`src/rtl/framebuffer_write_arbiter.sv`:
```
// framebuffer_write_arbiter
//   Owns the single write port of the 1-bit-per-pixel framebuffer and shares
//   it between CPU single-pixel writes and a rectangle-fill engine that paints
//   a clipped rectangle at one pixel per granted cycle.
//
// Ports
//   clk, rst                 rising-edge clock, synchronous active-high reset
//   px_valid/px_ready        CPU pixel-write handshake
//   px_x, px_y, px_color     pixel coordinate and value
//   fill_valid/fill_ready    fill-command handshake (accepted only when idle)
//   fill_x0..fill_y1         inclusive rectangle corners, fill_color its value
//   fill_busy                fill in progress (held through the done cycle)
//   fill_done                one-cycle pulse when a fill completes
//   fb_we, fb_addr, fb_din   registered framebuffer write port
module framebuffer_write_arbiter #(
  parameter int WIDTH      = 800,
  parameter int HEIGHT     = 600,
  parameter int ADDR_WIDTH = 19
) (
  input  logic                  clk,
  input  logic                  rst,
  input  logic                  px_valid,
  output logic                  px_ready,
  input  logic [9:0]            px_x,
  input  logic [9:0]            px_y,
  input  logic                  px_color,
  input  logic                  fill_valid,
  output logic                  fill_ready,
  input  logic [9:0]            fill_x0,
  input  logic [9:0]            fill_y0,
  input  logic [9:0]            fill_x1,
  input  logic [9:0]            fill_y1,
  input  logic                  fill_color,
  output logic                  fill_busy,
  output logic                  fill_done,
  output logic                  fb_we,
  output logic [ADDR_WIDTH-1:0] fb_addr,
  output logic                  fb_din
);

  typedef enum logic {IDLE, RUN} state_t;

  localparam logic            GRANT_PIXEL = 1'b0;
  localparam logic            GRANT_FILL  = 1'b1;
  localparam logic [9:0]      X_MAX       = 10'(WIDTH - 1);
  localparam logic [9:0]      Y_MAX       = 10'(HEIGHT - 1);
  localparam logic [ADDR_WIDTH-1:0] LINE  = ADDR_WIDTH'(WIDTH);

  state_t                  state_reg, state_next;
  logic                    last_grant_reg;

  logic [9:0]              x0_reg, cx1_reg, cy1_reg, cur_x_reg, cur_y_reg;
  logic                    color_reg;
  logic [ADDR_WIDTH-1:0]   row_base_reg;

  logic                    fb_we_reg, fb_din_reg, fill_busy_reg, fill_done_reg;
  logic [ADDR_WIDTH-1:0]   fb_addr_reg;

  logic                    px_fire, fill_fire, fill_grant, contended;
  logic                    fill_empty, px_in_range, row_end, fill_last;
  logic [9:0]              clip_x1, clip_y1;
  logic [ADDR_WIDTH-1:0]   px_addr, fill_addr;

  // Handshake and grant decode. In RUN the pixel wins a contended cycle only
  // when the fill won the previous one, giving strict alternation.
  assign fill_ready = !rst && (state_reg == IDLE);
  assign px_ready   = !rst && ((state_reg == IDLE) || (last_grant_reg == GRANT_FILL));
  assign px_fire    = px_valid && px_ready;
  assign fill_fire  = fill_valid && fill_ready;
  assign contended  = (state_reg == RUN) && px_valid;
  assign fill_grant = (state_reg == RUN) && !px_fire;

  // Clip the far corner to the visible area; the near corner cannot be
  // clipped, so an off-screen near corner yields an empty fill.
  assign clip_x1    = (fill_x1 > X_MAX) ? X_MAX : fill_x1;
  assign clip_y1    = (fill_y1 > Y_MAX) ? Y_MAX : fill_y1;
  assign fill_empty = (fill_x0 > clip_x1) || (fill_y0 > clip_y1) ||
                      (fill_x0 > X_MAX) || (fill_y0 > Y_MAX);

  assign px_in_range = (px_x <= X_MAX) && (px_y <= Y_MAX);
  assign px_addr     = ADDR_WIDTH'(px_y) * LINE + ADDR_WIDTH'(px_x);
  assign fill_addr   = row_base_reg + ADDR_WIDTH'(cur_x_reg);
  assign row_end     = (cur_x_reg == cx1_reg);
  assign fill_last   = row_end && (cur_y_reg == cy1_reg);

  always_comb begin
    state_next = state_reg;
    case (state_reg)
      IDLE:    if (fill_fire && !fill_empty) state_next = RUN;
      RUN:     if (fill_grant && fill_last)  state_next = IDLE;
      default: state_next = IDLE;
    endcase
  end

  always_ff @(posedge clk) begin
    if (rst) begin
      state_reg      <= IDLE;
      last_grant_reg <= GRANT_PIXEL;
    end else begin
      state_reg <= state_next;
      if (contended)
        last_grant_reg <= px_fire ? GRANT_PIXEL : GRANT_FILL;
    end
  end

  always_ff @(posedge clk) begin
    if (rst) begin
      fb_we_reg     <= 1'b0;
      fb_addr_reg   <= '0;
      fb_din_reg    <= 1'b0;
      fill_busy_reg <= 1'b0;
      fill_done_reg <= 1'b0;
      x0_reg        <= '0;
      cx1_reg       <= '0;
      cy1_reg       <= '0;
      cur_x_reg     <= '0;
      cur_y_reg     <= '0;
      color_reg     <= 1'b0;
      row_base_reg  <= '0;
    end else begin
      fb_we_reg     <= 1'b0;
      fill_done_reg <= 1'b0;
      // Busy stays up through the cycle that carries the final write.
      fill_busy_reg <= (state_next == RUN) || (fill_grant && fill_last);

      if (px_fire && px_in_range) begin
        fb_we_reg   <= 1'b1;
        fb_addr_reg <= px_addr;
        fb_din_reg  <= px_color;
      end

      if (fill_fire) begin
        if (fill_empty) begin
          fill_done_reg <= 1'b1;
        end else begin
          x0_reg       <= fill_x0;
          cx1_reg      <= clip_x1;
          cy1_reg      <= clip_y1;
          color_reg    <= fill_color;
          cur_x_reg    <= fill_x0;
          cur_y_reg    <= fill_y0;
          row_base_reg <= ADDR_WIDTH'(fill_y0) * LINE;
        end
      end

      // The fill walks the rectangle incrementally: row_base advances by one
      // line per row instead of recomputing y*WIDTH.
      if (fill_grant) begin
        fb_we_reg   <= 1'b1;
        fb_addr_reg <= fill_addr;
        fb_din_reg  <= color_reg;
        if (row_end) begin
          if (fill_last) begin
            fill_done_reg <= 1'b1;
          end else begin
            cur_x_reg    <= x0_reg;
            cur_y_reg    <= cur_y_reg + 10'd1;
            row_base_reg <= row_base_reg + LINE;
          end
        end else begin
          cur_x_reg <= cur_x_reg + 10'd1;
        end
      end
    end
  end

  assign fb_we     = fb_we_reg;
  assign fb_addr   = fb_addr_reg;
  assign fb_din    = fb_din_reg;
  assign fill_busy = fill_busy_reg;
  assign fill_done = fill_done_reg;

endmodule
```
`config.mk`:
```
export PLATFORM = sky130hd
export DESIGN_NAME = framebuffer_write_arbiter
export DESIGN_NICKNAME = d
export VERILOG_FILES = /design/src/rtl/framebuffer_write_arbiter.sv
export SDC_FILE = /design/constraint.sdc
export NUM_CORES = 1
export LEC_CHECK = 0
export CORE_UTILIZATION = 65
export CTS_CLUSTER_DIAMETER = 30
export DETAILED_ROUTE_END_ITERATION = 10
export DONT_BUFFER_PORTS = 1
export GPL_TIMING_DRIVEN = 1
export HOLD_SLACK_MARGIN = 0.03
export PLACE_DENSITY = 0.81
export SYNTH_ARGS = -nofsm -noshare
export SYNTH_HDL_FRONTEND = slang
export SYNTH_SLANG_ARGS = --single-unit
```
`constraint.sdc`:
```
create_clock -name clk -period 5.5 [get_ports clk]
set_input_delay 1.1 -clock clk [delete_from_list [all_inputs] [get_ports clk]]
set_output_delay 1.1 -clock clk [all_outputs]
set_load 0.05 [all_outputs]
```
==> impl_metrics.yaml <==
synthesis:
  synth.most_common_cell: "ha_1"
  netlist.area_leader.share_pct: 24.02
  synth_area_leader_cell: "dfxtp_1"
  ys_ff_latch: 95
  yosys_warnings: 0
  synth_area_leaders: "dfxtp_1 24%, ha_1 18%, xnor2_1 5.0%"
  synth_xor_area_share_pct: 8.706
  syn_avg_cell_area_um2: 8.353
  synthAdderAreaFrac_pct: 20.73
  synth_top_family_by_area: "adder cells"
  synthCells: 948
  synth-simple-area-share_pct: 17.57
  async_flop_share_pct: 0
  postSynthNetCount: 1138
  ys_types: 70
  ys_top_cells_by_count: "112 x ha_1, 95 x dfxtp_1, 90 x nor2_1"
  synthMuxAreaShare_pct: 4.550
  syn_area_um2: 7919
  yosysSeqAreaShare_pct: 24.02
  synth_edf_count: 0
  synth_compound_area_share_pct: 17.63
  ys.flop_type: "dfxtp_1"
global_route:
  grt_use_total_pct: 28.81
  grt_pass1_wl_um: 29500
  antenna_found_initial: 0
  grt_max_degree: 94
  use_met3_pct: 6.479
  grt.busiest_layer: "met2"
  first_global_vias: 6249
  grt_overflow: 0
  grt_use_met2_pct: 50.81
  grt_use_met1_pct: 36.63
sta:
  hold_slack_ns: 0.4640
  finalCritPeriodShare_pct: 78.44
  slew_headroom_pct: 30.69
  fin_worst_skew_ns: 0.006550
  rsz0062_at_grt: "no"
  fmax_ghz: 0.2318
  period_minus_slack_ns: 4.314
  finalMaxSlewViolations: 0
  fin_tns_setup_ns: 0
  setup_slack_ns: 1.186
  hold_violations: 0
  setup_viol: 0
  worst_slew_pin_slew_ns: 1.037
pwr:
  ir_worst_vdd_v: 0.0002206
  total_power_mw: 2.056
  power_density_nw_per_um2: 249.6
  power.leakage_nw: 3.681
min_path:
  hold_class: "reg2reg"
worst_setup_path:
  crit_chain: "inv_1 -> ha_1 -> inv_1 -> ha_1 -> inv_1 -> fa_1 -> inv_1 -> ha_1 -> nor2b_4 -> o2111a_2 -> nor3_1 -> xnor2_1 -> nand2_1 -> nor4_4 -> mux2i_1 -> a2111oi_2"
  startpoint_type: "input pin"
  path_delay_family: "adder cells"
  crit_top_cell: "inv_1"
  path_max_fanout: 5
  cp_num_buf_inv: 4
  cp.required_ns: 5.74
  arrival_ns: 4.55
  crit_path_end_kind: "flop"
  critPathKind: "in2reg"
  ff2ff_setup_slack_ns: 2.33
  slowest_delay_ns: 0.50
  crit_slowest_cell: "fa_1"
floorplanning:
  die_w_um: 112.4
  core_area_um2: 11660
  die_h_um: 112.4
  start_util_pct: 67.90
  rows: 39
  boundaryPins: 91
  dieArea_um2: 12630
detailed_routing:
  vias_per_cell: 6.126
  via_count: 6585
  first_iter_violations: 463
  postRouteAntennaNets: 0
  drcViolationCount: 0
  dr.pass1.iters: 5
  routed_wl_um: 17820
  post_drt_wl_per_cell_um: 16.58
clock_tree:
  postCtsHoldBufs: 0
  clock_sinks: 95
  insertion_delay_ns: 0.34
  htree_levels: 3
  clk_pin_slew_worst_paths_ns: 0.06
  ctsResizeCount: 0
  cts_tree: "yes"
  clock-root-buffer: "clkbuf_16"
  postCtsSetupBuffers: 0
  clk_path_buf_depth: 2
  cts_inserted_buffers: 9
placement:
  io_buffers: 0
  place_inst: 1060
  dpl_cell_area_um2: 7948
  dpl_worst_slack_ns: 0.8311
  gp_congestion: 0.8245
  dpl.hpwl_um: 13630
cells_and_area:
  fin_area_um2: 8238
  diodes: 0
  fillers: 957
  fin_cells: 1075
  syn_to_final_growth_pct: 4.029
  drive_above_1_share_pct: 4.614
  nNetsFinal: 1118
  final_core_util_pct: 70.64
flow_run:
  cap_violations: 0
outcome:
  outcome: "completed"
-- placed cells by master, fill, tap and decap left out, types with 4 or more instances in the layout --
cell type	count
a221oi_1	4
nand4_1	17
nor2b_1	9
nand3_1	21
mux2i_1	36
nor4_1	4
and3_1	16
nand2b_1	5
a21oi_1	64
a211oi_1	23
fa_1	12
o21ai_0	23
dfxtp_1	95
a2111oi_0	8
and2_1	14
a31oi_1	8
a21o_1	17
clkbuf_16	9
nand2_1	58
a22oi_1	12
buf_4	7
o22ai_1	11
xor2_1	30
o21a_1	8
ha_1	112
nor3_1	21
nor2_1	90
inv_1	88
or2_2	5
xnor2_1	45
-- kinds of logic (layout without fill, tap and decap cells) --
kind of cell               Yosys count  after routing
and+or+nand+nor                    280            280
adders and majority gates          124            124
DFF                                 95             95
buffers and inverters              126            110
AOI/OAI and AO/OA                  210            210
xor gates and xnor gates            77             77
muxes                               36             36
-- worst paths after layout --
path | start | end | cells past startpoint
worst max register to register | cur_x_reg[4] | row_base_reg[13] | 7
worst max-delay path | px_y[3] | fb_addr[18] | 16
worst min register to register | row_base_reg[3] | row_base_reg[3] | 1
worst min-delay path | row_base_reg[3] | row_base_reg[3] | 1
-- final cells by class --
class,instances,area (um^2),share of cell area (%)
clock inverters,3,43.79,0.5316
multi-input cells,727,5484,66.57
flip-flops and latches,95,1902,23.09
inverters,88,330.3,4.010
clock buffers,12,246.5,2.992
well taps,143,178.9,2.172
repair buffers,7,52.55,0.6379
-- routing by layer --
metal | vias up | wire length (um)
li1 | 3314 | -
met4 | 0 | 128
met1 | 3041 | 7980
met3 | 12 | 1109
met5 | - | 0
met2 | 218 | 8604
-- where the power goes --
part	switching, mW	total (mW)	internal, mW
clock	0.259	0.622	0.363
sequential	0.0794	0.797	0.717
combinational	0.359	0.638	0.278
total	0.698	2.06	1.36
Power figures use the tool's default switching activity.
